==> src/rtl/scan_ctrl_pkg.sv <==
// Shared types for the configuration scan-chain loader.
// Holds the controller state encoding and the serial bit-order flag.
package scan_ctrl_pkg;

  typedef enum logic [1:0] {
    IDLE  = 2'd0,
    LOAD  = 2'd1,
    SHIFT = 2'd2,
    DONE  = 2'd3
  } scan_state_e;

  // Bit 0 of every configuration word leaves the serializer first.
  localparam bit LSB_FIRST = 1'b1;

endpackage

==> src/rtl/scan_chain_loader_if.sv <==
// Valid/ready word port between the bitstream source and the scan-chain loader.
// The source drives data and valid; the loader answers with ready.
interface scan_chain_loader_if #(
  parameter int WORD_W = 32
);
  logic [WORD_W-1:0] in_data;
  logic              in_valid;
  logic              in_ready;

  modport master (
    output in_data,
    output in_valid,
    input  in_ready
  );

  modport slave (
    input  in_data,
    input  in_valid,
    output in_ready
  );
endinterface

==> src/rtl/scan_word_serializer.sv <==
// Parallel-in/serial-out word register for the scan write path.
// Loads a word with a bit budget and reports when the last budgeted bit is on the output.
module scan_word_serializer
  import scan_ctrl_pkg::*;
#(
  parameter int WORD_W = 32,
  parameter int BW     = $clog2(WORD_W + 1)
) (
  input  logic              clk,
  input  logic              rst,
  input  logic              load,
  input  logic              shift,
  input  logic [WORD_W-1:0] din,
  input  logic [BW-1:0]     nbits,
  output logic              bit_out,
  output logic              last_bit
);

  logic [WORD_W-1:0] shreg;
  logic [BW-1:0]     bits_left;

  always_ff @(posedge clk) begin
    if (rst) begin
      shreg     <= '0;
      bits_left <= '0;
    end else if (load) begin
      shreg     <= din;
      bits_left <= nbits;
    end else if (shift) begin
      if (LSB_FIRST) begin
        shreg <= {1'b0, shreg[WORD_W-1:1]};
      end else begin
        shreg <= {shreg[WORD_W-2:0], 1'b0};
      end
      if (bits_left != '0) begin
        bits_left <= bits_left - BW'(1);
      end
    end
  end

  assign bit_out  = LSB_FIRST ? shreg[0] : shreg[WORD_W-1];
  // Terminal count: the bit currently presented is the last one used from this word.
  assign last_bit = (bits_left == BW'(1));

endmodule

==> src/rtl/scan_chain_loader.sv <==
// Loads the fabric configuration scan chain from a word stream, exactly CHAIN_LEN shifts per load.
// Optional macro SCAN_READBACK_EN adds capture of the old chain contents from scan_out (rd_data/rd_valid).
//
// state | meaning
// IDLE  | waiting for start; all outputs low
// LOAD  | in_ready high, waiting for the next configuration word
// SHIFT | one bit per cycle onto scan_in with scan_en/scan_wen high
// DONE  | single-cycle done pulse, then back to IDLE
module scan_chain_loader
  import scan_ctrl_pkg::*;
#(
  parameter  int CHAIN_LEN = 1024,
  parameter  int WORD_W    = 32,
  localparam int CNT_W     = $clog2(CHAIN_LEN + 1)
) (
  input  logic                clk,
  input  logic                rst,
  input  logic                start,
  input  logic                abort,
  scan_chain_loader_if.slave  cfg,
  output logic                scan_in,
  output logic                scan_en,
  output logic                scan_wen,
  input  logic                scan_out,
  output logic                busy,
  output logic                done
`ifdef SCAN_READBACK_EN
  ,
  output logic [WORD_W-1:0]   rd_data,
  output logic                rd_valid
`endif
);

  localparam int BW = $clog2(WORD_W + 1);

  scan_state_e      state, state_nxt;
  logic [CNT_W-1:0] total_cnt;
  logic [CNT_W-1:0] bits_remaining;
  logic [BW-1:0]    word_bits;
  logic             ready;
  logic             ser_load;
  logic             ser_shift;
  logic             ser_bit;
  logic             ser_last;
  logic             total_clr;
  logic             final_shift;

  // The last word may only use what is left of the chain; its upper bits are dropped.
  assign bits_remaining = CNT_W'(CHAIN_LEN) - total_cnt;
  assign word_bits      = (32'(bits_remaining) >= WORD_W) ? BW'(WORD_W) : BW'(bits_remaining);
  assign final_shift    = ser_shift && ser_last && (total_cnt == CNT_W'(CHAIN_LEN - 1));

  always_ff @(posedge clk) begin
    if (rst) begin
      state <= IDLE;
    end else begin
      state <= state_nxt;
    end
  end

  always_comb begin
    state_nxt = state;
    ready     = 1'b0;
    scan_en   = 1'b0;
    busy      = 1'b0;
    done      = 1'b0;
    ser_load  = 1'b0;
    ser_shift = 1'b0;
    total_clr = 1'b0;
    case (state)
      IDLE: begin
        if (start && !abort) begin
          total_clr = 1'b1;
          state_nxt = LOAD;
        end
      end
      LOAD: begin
        ready = 1'b1;
        busy  = 1'b1;
        if (abort) begin
          state_nxt = IDLE;
        end else if (cfg.in_valid) begin
          ser_load  = 1'b1;
          state_nxt = SHIFT;
        end
      end
      SHIFT: begin
        scan_en   = 1'b1;
        busy      = 1'b1;
        ser_shift = 1'b1;
        if (abort) begin
          state_nxt = IDLE;
        end else if (final_shift) begin
          state_nxt = DONE;
        end else if (ser_last) begin
          state_nxt = LOAD;
        end
      end
      DONE: begin
        done      = 1'b1;
        state_nxt = IDLE;
      end
      default: state_nxt = IDLE;
    endcase
  end

  always_ff @(posedge clk) begin
    if (rst) begin
      total_cnt <= '0;
    end else if (total_clr) begin
      total_cnt <= '0;
    end else if (ser_shift) begin
      total_cnt <= total_cnt + CNT_W'(1);
    end
  end

  scan_word_serializer #(
    .WORD_W (WORD_W),
    .BW     (BW)
  ) u_ser (
    .clk      (clk),
    .rst      (rst),
    .load     (ser_load),
    .shift    (ser_shift),
    .din      (cfg.in_data),
    .nbits    (word_bits),
    .bit_out  (ser_bit),
    .last_bit (ser_last)
  );

  assign cfg.in_ready = ready;
  assign scan_in      = (state == SHIFT) && ser_bit;
  assign scan_wen     = scan_en;

`ifdef SCAN_READBACK_EN
  localparam int RB_W = $clog2(WORD_W);

  logic [RB_W-1:0]   rb_cnt;
  logic [WORD_W-1:0] rb_word;
  logic [WORD_W-1:0] rb_word_nxt;

  always_comb begin
    rb_word_nxt         = rb_word;
    rb_word_nxt[rb_cnt] = scan_out;
  end

  // Tail bits arrive oldest-first; a short final word leaves its upper bits zero.
  always_ff @(posedge clk) begin
    if (rst) begin
      rb_cnt   <= '0;
      rb_word  <= '0;
      rd_data  <= '0;
      rd_valid <= 1'b0;
    end else begin
      rd_valid <= 1'b0;
      if (total_clr) begin
        rb_cnt  <= '0;
        rb_word <= '0;
      end else if (ser_shift) begin
        if ((rb_cnt == RB_W'(WORD_W - 1)) || final_shift) begin
          rd_data  <= rb_word_nxt;
          rd_valid <= 1'b1;
          rb_cnt   <= '0;
          rb_word  <= '0;
        end else begin
          rb_word <= rb_word_nxt;
          rb_cnt  <= rb_cnt + RB_W'(1);
        end
      end
    end
  end
`else
  logic unused_scan_out;
  assign unused_scan_out = scan_out;
`endif

endmodule

==> src/flat_wrapper.sv <==
// flat-port wrapper written by rule: the top's interface ports become plain ports
module scan_chain_loader_flat import scan_ctrl_pkg::*;
#(
  parameter  int CHAIN_LEN = 1024,
  parameter  int WORD_W    = 32,
  localparam int CNT_W     = $clog2(CHAIN_LEN + 1)
)
  (clk, rst, start, abort, scan_in, scan_en, scan_wen, scan_out, busy, done, cfg_in_data, cfg_in_valid, cfg_in_ready);
  scan_chain_loader_if #(.WORD_W(WORD_W)) cfg_i ();
  input  logic clk;
  input  logic rst;
  input  logic start;
  input  logic abort;
  output logic scan_in;
  output logic scan_en;
  output logic scan_wen;
  input  logic scan_out;
  output logic busy;
  output logic done;
  input wire logic [$bits(cfg_i.in_data)-1:0] cfg_in_data;
  input wire logic [$bits(cfg_i.in_valid)-1:0] cfg_in_valid;
  output wire logic [$bits(cfg_i.in_ready)-1:0] cfg_in_ready;
  assign cfg_i.in_data = cfg_in_data;
  assign cfg_i.in_valid = cfg_in_valid;
  assign cfg_in_ready = cfg_i.in_ready;
  scan_chain_loader #(.CHAIN_LEN(CHAIN_LEN), .WORD_W(WORD_W)) u_core (.clk(clk), .rst(rst), .start(start), .abort(abort), .cfg(cfg_i), .scan_in(scan_in), .scan_en(scan_en), .scan_wen(scan_wen), .scan_out(scan_out), .busy(busy), .done(done));
endmodule
==> config.mk <==
export PLATFORM = sky130hd
export DESIGN_NAME = scan_chain_loader_flat
export DESIGN_NICKNAME = d
export VERILOG_FILES = /design/src/rtl/scan_ctrl_pkg.sv /design/src/rtl/scan_chain_loader_if.sv /design/src/rtl/scan_word_serializer.sv /design/src/rtl/scan_chain_loader.sv /design/src/flat_wrapper.sv
export SDC_FILE = /design/constraint.sdc
export NUM_CORES = 1
export LEC_CHECK = 0
export CORE_MARGIN = 2
export CORE_UTILIZATION = 55
export CTS_CLUSTER_DIAMETER = 60
export DETAILED_ROUTE_END_ITERATION = 10
export PLACE_DENSITY_LB_ADDON = 0.12
export RECOVER_POWER = 100
export SYNTH_ARGS = -nofsm -noshare
export SYNTH_HDL_FRONTEND = slang
export SYNTH_SLANG_ARGS = --single-unit
==> constraint.sdc <==
create_clock -name clk -period 4.95 [get_ports clk]
set_input_delay 0.99 -clock clk [delete_from_list [all_inputs] [get_ports clk]]
set_output_delay 0.99 -clock clk [all_outputs]
set_load 0.05 [all_outputs]
# [Yosys cells after proc, flatten, opt, wreduce, memory -nomap -nowiden]
# Cells that the tools add are included.
[totals] elab_cells=51 output_inout_bits=6 regBits=51 input_bits=38
[classes] n_reduce_logical=13 eq_ne=8 n_addsub=3 muxes=22 magnitude_cmp=1
[ops] op="$mux W32" n=2
[ops] op="$mux W6" n=4
[ops] op="$mux W2" n=6
[ops] op="$add A11 B1 Y11 const B" n=1
[ops] op="$eq A11 B10 Y1 const B" n=1
[ops] op="$ge A11 B6 Y1 const B" n=1
[ops] op="$sub A11 B11 Y11 const A" n=1
[ops] op="$mux W1" n=9
[ops] op="$pmux W2 S4" n=1
[ops] op="$eq A6 B1 Y1 const B" n=1
[ops] op="$reduce_bool A6 Y1" n=1
[ops] op="$sub A6 B1 Y6 const B" n=1
[ops] op="$eq A2 B2 Y1 const B" n=2
[ops] op="$logic_and A1 B1 Y1" n=4
[ops] op="$ne A4 B2 Y1 const B" n=1
[ops] op="$reduce_bool A2 Y1" n=2
[ops] op="$reduce_or A2 Y1" n=2
[ops] op="$ne A3 B3 Y1 const B" n=1
[ops] op="$reduce_and A3 Y1" n=1
[ops] op="$eq A2 B1 Y1 const B" n=1
[ops] op="$logic_not A2 Y1" n=1
[ops] op="$ne A2 B1 Y1 const B" n=1
[ops] op="$reduce_and A2 Y1" n=1
[ops] op="$logic_not A1 Y1" n=1

# [Logic depth before layout (Yosys ltp)]
# Gate-level depths: netlist of the first run.
[depth] word_depth=7 depth_mapped=8 ltp_nobuf=7

# [By module]
# A second synthesis of the first run with hierarchy kept.
[hier_totals] cells_unflattened=326 hier_area_um2=2693.8
[by_module_without_submodules] module="scan_word_serializer" instances=1 cells_per_inst=220 seq_area_each_um2=760.7 area_per_inst_um2=1826.8
[by_module_without_submodules] module="scan_chain_loader" instances=1 cells_per_inst=106 seq_area_each_um2=260.2 area_per_inst_um2=867.1

# [Least setup slack after synthesis of the first run]
# No wires, ideal clock.
[synth_path] path_kind="reg2out" startpoint="register u_core.state[0]" endpoint="output port scan_in" path_stages_with_launch=7 required_time_ps=3960 t_arrival_ps=2046 setup_slack_ps=1914 path_buffers=3 cell_sequence="dfxtp_1 > inv_1 > ha_1 > clkbuf_1 > buf_2 > buf_2 > and2_1"
[synth_between] elab_chain_cells=2
[synth_rtl] element="start: declaration" line="scan_chain_loader.sv:36" source="scan_state_e state, state_nxt;"
[synth_rtl] element="start signal: assignment" line="scan_chain_loader.sv:57" source="state <= state_nxt;"
[synth_rtl] element="$eq A2 B2 Y1" line="scan_chain_loader.sv:132" source="assign scan_in = (state == SHIFT) && ser_bit;"
[synth_rtl] element="$logic_and A1 B1 Y1" line="scan_chain_loader.sv:132"
[synth_rtl] element="end: declaration" line="flat_wrapper.sv:14" source="output logic scan_in;"
# Every way passes these cells.

# [Worst setup path after layout of the first run]
[layout_path] startpoint="input port abort" endpoint="register u_core.u_ser.shreg[23]"
[layout_between] elab_chain_cells=3 elab_cells_between_ends=4 classes_between="mux: 3; reduce/logical: 1"
[layout_rtl] element="start: declaration" line="flat_wrapper.sv:13" source="input logic abort;"
[layout_rtl] element="$mux W1 *" line="scan_chain_loader.sv:80" source="if (abort) begin"
[layout_rtl] element="$mux W1 *" line="scan_chain_loader.sv:70" source="case (state)"
[layout_rtl] element="$mux W32 or $reduce_bool A2 Y1 (tied branches)"
[layout_rtl] element="end signal: assignment" line="scan_word_serializer.sv:27" source="shreg <= din;"
[layout_rtl] element="end signal: assignment" line="scan_word_serializer.sv:31" source="shreg <= {1'b0, shreg[WORD_W-1:1]};"
[layout_rtl] element="end signal: assignment" line="scan_word_serializer.sv:33" source="shreg <= {shreg[WORD_W-2:0], 1'b0};"
[layout_rtl] element="end: declaration" line="scan_word_serializer.sv:19" source="logic [WORD_W-1:0] shreg;"
# Mark *: on every way between the ends. The rest lies on a longest branch, timed or not.
# A chain may end at the register's enable or synchronous reset.

==> results.yml, run 1 <==
run_status:
  outcome: "finished, violations left"
  failed_checks: "max-capacitance violations, max-slew violations"
sta:
  fin_tns_setup_ns: 0
  slew_violations: 64
  finalSetupViolations: 0
  worstMarginPinSlew_ns: 2.43
  layout_worst_path_cycle_share: 0.756
  max_freq_mhz: 267
  rsz0062_at_grt: "false"
  slew_headroom: -0.618
  period_needed_ns: 3.74
  final-hold-violation-count: 0
  finClkSkew_ns: 0.00712
die:
  die-height_um: 73.0
  core_area_um2: 4660
  initial_core_util: 0.562
  design.die.area_um2: 5330
  die-width_um: 73.0
  num_rows: 25
  ios: 44
detailed_routing:
  drc: 0
  drt-wirelength-per-cell_um: 13.2
  dr.first_iter.drc_count: 76
  via_count: 2062
  dr.pass1.iters: 4
  antenna_left: 0
  routed_wl_um: 4910
  vias_per_cell: 5.53
place:
  hpwlAfterDp_um: 3520
  port_buffers: 42
  place_congestion: 0.838
synth:
  synthMuxAreaShare: 0.122
  synth_xor_xnor_area_share: 0.0635
  synth.cell_area_um2: 2620
  synth_cells: 288
  yosys.area_share.adder: 0.0430
  synth_cell_type_count: 38
  synth_warnings: 0
  synthSimpleGateAreaFrac: 0.178
  ys_seq_elements: 51
  synth_top_area_cell: "dfxtp_1"
  synthesis.nets: 335
  synth-edff-count: 0
  synth_top_area_share: 0.389
  ys.flop_type: "dfxtp_1"
  netlist_top_cells_area: "dfxtp_1, mux2i_1, a211oi_1"
  synth_compound_area_frac: 0.155
  synth_seq_area_share: 0.389
  synth_top_family_by_area: "simple AND/OR/NAND/NOR gates"
  synth_commonest_cells: "dfxtp_1, nor2_1, a211oi_1, mux2i_1, xnor2_1"
  avgSynthCellArea_um2: 9.10
  async_flop_share: 0
grt:
  grt-busiest-layer: "met2"
  grt_usage: 0.200
  grtUsageMet1: 0.244
  grt-ovfl-total: 0
  antenna_found_initial: 0
  grt_pass1_wl_um: 8470
  met3_usage: 0.0442
  use_met2: 0.349
  grt_pass1_vias: 1936
  grt_max_degree: 64
clock_network:
  cts_resized: 0
  cts_tree: "done"
  clk_pin_slew_ns: 0.09
  cts_max_level: 2
  clkLatencyLatePin_ns: 0.30
  cts_sinks: 51
  cts_setup_buffers: 0
  cts_buffers: 5
  cts_max_path_buffers: 2
  cts_root_buffer: "clkbuf_8"
  cts_hold_buf: 0
critical_path:
  cp_max_fo: 63
  arrival_ns: 3.95
  cp_slowest_stage_delay_ns: 1.73
  cp_cell_sequence: "dlygate4sd3_1 -> inv_1 -> nand3_2 -> clkbuf_1 -> nor2_1 -> a211oi_1"
  cp_slowest_cell: "clkbuf_1"
  cp.required_ns: 5.15
  path_class: "in -> reg"
  critPathCaptureType: "register"
  cp-start-kind: "input pin"
power_and_ir_drop:
  leakagePower_uw: 0.00114
  power_density_nw_per_um2: 286
  irDropWorstVdd_mv: 0.186
finish:
  layout.area.seq_um2: 1020
  fin_nets: 365
  area_growth_pct: 20.3
  fillers: 399
  num_antenna_cells: 0
  final_core_util: 0.677
  drive_gt1_frac: 0.0439
  multi_input_area_um2: 1460
worst_hold_path:
  hold_class: "reg -> reg"
run:
  cap_violations: 1
[registers in the layout (all words and copies together), names as in the netlist]
name and count:
u_core.state 2, u_core.total_cnt 11, u_core.u_ser.bits_left 6, u_core.u_ser.shreg 32
[worst paths after layout]
kind	startpoint	endpoint	slack (ns)	cells past startpoint
setup / recovery	abort	u_core.u_ser.shreg[23]	1.21	6
hold / removal	u_core.u_ser.shreg[31]	u_core.u_ser.shreg[31]	0.51	2
setup reg to reg	u_core.state[1]	u_core.u_ser.shreg[23]	1.88	6
hold reg to reg	u_core.u_ser.shreg[31]	u_core.u_ser.shreg[31]	0.51	2
[layout by cell type (no fill, tap or decap), types with 3 or more instances in the layout]
master           netlist  layout
xor2_1                 9       9
clkdlybuf4s50_1        0      34
a211oi_1              33      33
a21oi_1                6       6
mux2i_1               32      32
nor2b_1                3       3
nor3_1                 8       8
inv_1                  9       9
dfxtp_1               51      51
a22o_1                 4       4
nand3_1                6       5
a21o_1                 3       3
nor2_1                51      51
nand2_1                6       6
ha_1                   9       9
and3_1                 5       5
nand4_1                3       3
dlygate4sd3_1          0       8
clkbuf_8               0       5
xnor2_1               10      10
[logic make-up (layout without fill, tap and decap cells)]
family | after synthesis | in the layout
flops | 51 | 51
simple gates | 92 | 92
xor+xnor | 19 | 19
buf+inv | 31 | 62
mux | 32 | 32
compound gates | 54 | 54
fa+ha+maj | 9 | 9
[worst max-delay path: cells and delay by family]
| kind | cells | cell delay, ns |
|---|---|---|
| AO/OA/AOI/OAI | 1 | 0.30 |
| AND/OR/NAND/NOR | 2 | 0.19 |
| buffers and inverters | 3 | 2.44 |
[routing by layer]
layer	part of all wire	routed length, um	vias up
li1	-	-	1079
met1	0.47	2300	948
met2	0.49	2420	31
met3	0.029	141	4
met4	0.0094	46	0
met5	0	0	-
[report_power, final]
| part | switching (uW) | leakage, uW | internal (uW) | total, uW |
|---|---|---|---|---|
| clock network | 129 | 0.0000654 | 202 | 331 |
| logic | 67.6 | 0.000664 | 63.3 | 131 |
| registers | 11.3 | 0.000413 | 431 | 442 |
[area by class of cell]
class | instances | area share
Clock buffer | 6 | 0.0230
Clock inverter | 2 | 0.0190
Inverter | 9 | 0.0107
Multi-Input combinational cell | 206 | 0.463
Sequential cell | 51 | 0.324
Tap cell | 54 | 0.0214
Timing Repair Buffer | 45 | 0.139
[metrics by stage]
stage	power [uW]	worst slack [ns]	cells	hold slack (ns)	area [um^2]
floorplan	533	1.91	288	0.461	2620
detailed placement	584	1.96	365	0.495	3040
global placement	582	1.98	365	0.492	3040
finish	903	1.21	373	0.506	3150
global route	943	0.807	373	0.558	3150
CTS	913	1.61	373	0.507	3180
Note: power is estimated with default switching activity, not from simulation.
==> inputs of run 2 (changes only) <==
Settings changed: CORE_UTILIZATION 55 to 48.
Clock period 4.95 ns to 3.1 ns, I/O delays scaled along.
==> run 2 against run 1 <==
Net effect:
- critical path type is now reg -> out
- routed wire length up 2.8%
- the run now ends clean
- die area rose by 14%
- non-clock buffer count is 1 higher
- total power rose by 45%
==> results.yml, run 2 (same netlist as run 1, synthesis figures left out) <==
finish:
  area_growth_pct: 19.7
  largest_register_ffs: 32
  num_antenna_cells: 0
  finalNonFillerCells: 390
  top_regs: "u_core.u_ser.shreg (32), u_core.total_cnt (11), u_core.u_ser.bits_left (6)"
  layout_common_cells: "nor2_1, dfxtp_1, clkdlybuf4s50_1, a211oi_1, mux2i_1"
  regMostFlops: "u_core.u_ser.shreg"
  drive_gt1_frac: 0.0500
  fin_nets: 366
  final_core_util: 0.603
clock_network:
  cts_setup_buffers: 0
  cts_tree: "done"
  cts_buffers: 5
  cts_root_buffer: "clkbuf_8"
  clk_pin_slew_ns: 0.10
  cts_max_path_buffers: 2
  cts_sinks: 51
  cts_hold_buf: 0
  cts_max_level: 2
  cts_resized: 0
  clkLatencyLatePin_ns: 0.31
die:
  ios: 44
  core_area_um2: 5200
  die-height_um: 77.9
  design.die.area_um2: 6070
  die-width_um: 77.9
  num_rows: 26
  initial_core_util: 0.504
grt:
  grt_pass1_vias: 1988
  antenna_found_initial: 0
  grt_usage: 0.175
  grt_max_degree: 64
  grt-ovfl-total: 0
  grt_pass1_wl_um: 8670
run_status:
  outcome: "complete, no violations"
sta:
  fin_tns_setup_ns: 0
  rsz0062_at_grt: "false"
  slew_headroom: 0.251
  period_needed_ns: 2.61
  final-hold-violation-count: 0
  max_freq_mhz: 384
  layout_setup_ws_ns: 0.493
  worstMarginPinSlew_ns: 1.12
  layout_worst_path_cycle_share: 0.841
  finClkSkew_ns: 0.0104
  slew_violations: 0
  finalSetupViolations: 0
place:
  port_buffers: 42
  place_inst: 382
  hpwlAfterDp_um: 3500
  place_ws_ns: 0.798
  place_congestion: 0.785
detailed_routing:
  dr.pass1.iters: 4
  dr.first_iter.drc_count: 75
  via_count: 2080
  antenna_left: 0
  drc: 0
  routed_wl_um: 5040
  vias_per_cell: 5.33
  drt-wirelength-per-cell_um: 12.9
worst_hold_path:
  hold_class: "reg -> reg"
critical_path:
  r2r-end: "u_core.u_ser.bits_left[0]"
  critPathCaptureType: "primary output"
  cp-start-kind: "register"
  crit_end: "scan_in"
  r2r_slack_ns: 0.66
  path_class: "reg -> out"
  cp-startpoint: "u_core.state[0]"
  ff2ff_path_depth: 7
  cp_max_fo: 5
  arrival_ns: 1.99
  cp.required_ns: 2.48
  r2r-start: "u_core.total_cnt[0]"
power_and_ir_drop:
  irDropWorstVdd_mv: 0.257
  pwr-share-seq: 0.537
  power.internal_uw: 954
  power.total_uw: 1310
  clkPwrFrac: 0.304
  power_density_nw_per_um2: 419
  p_sw_frac: 0.274
  leakagePower_uw: 0.00113
  p_sw_uw: 360
  comb_power_share: 0.159
run:
  cap_violations: 0
-- run 2: layer usage --
metal / part of all wire / GRT usage / wire, um / vias to the layer above
met2: 0.45 / 0.292 / 2250 / 35
li1: - / - / - / 1086
met3: 0.038 / 0.0419 / 192 / 5
met1: 0.50 / 0.221 / 2540 / 954
met5: 0 / 0 / 0 / -
met4: 0.011 / 0.0579 / 54 / 0
-- run 2: power by group through the flow --
| stage | Clock (uW) | Sequential (uW) | Combinational (uW) |
|---|---|---|---|
| after floorplan | 0 | 716 | 136 |
| after global placement | 0 | 720 | 211 |
| after detailed placement | 0 | 721 | 213 |
| after CTS | 416 | 706 | 215 |
| after global routing | 438 | 710 | 227 |
| final | 399 | 706 | 208 |
-- run 2: cell type report --
cell class | count | area (um^2)
flip-flops and latches | 51 | 1020
clock inverters | 3 | 26.3
repair buffers | 46 | 448
multi-input cells | 206 | 1450
clock buffers | 5 | 68.8
fillers | 485 | 2070
well taps | 70 | 87.6
inverters | 9 | 33.8
-- run 2: worst min path at each step --
stage,from,end,slack (ns),cells past startpoint
finish,u_core.u_ser.shreg[31],u_core.u_ser.shreg[31],0.52,2
CTS,u_core.u_ser.shreg[31],u_core.u_ser.shreg[31],0.52,2
global route,u_core.u_ser.shreg[31],u_core.u_ser.shreg[31],0.56,2
global placement,u_core.u_ser.shreg[31],u_core.u_ser.shreg[31],0.50,2
floorplan,u_core.u_ser.shreg[31],u_core.u_ser.shreg[31],0.46,2
detailed placement,u_core.u_ser.shreg[31],u_core.u_ser.shreg[31],0.50,2
-- run 2: critical path, cell delays in order (launching register included) --
cell and delay (ns):
dfxtp_1 0.34, inv_1 0.11, ha_1 0.24, and2_1 0.14, dlygate4sd3_1 0.86
-- run 2: per-stage QoR --
step	hold WS, ns	area [um^2]
3_3_place_gp	0.499	3070
4_1_cts	0.520	3170
3_5_place_dp	0.500	3070
5_1_grt	0.557	3140
6_report	0.520	3140
2_1_floorplan	0.461	2620
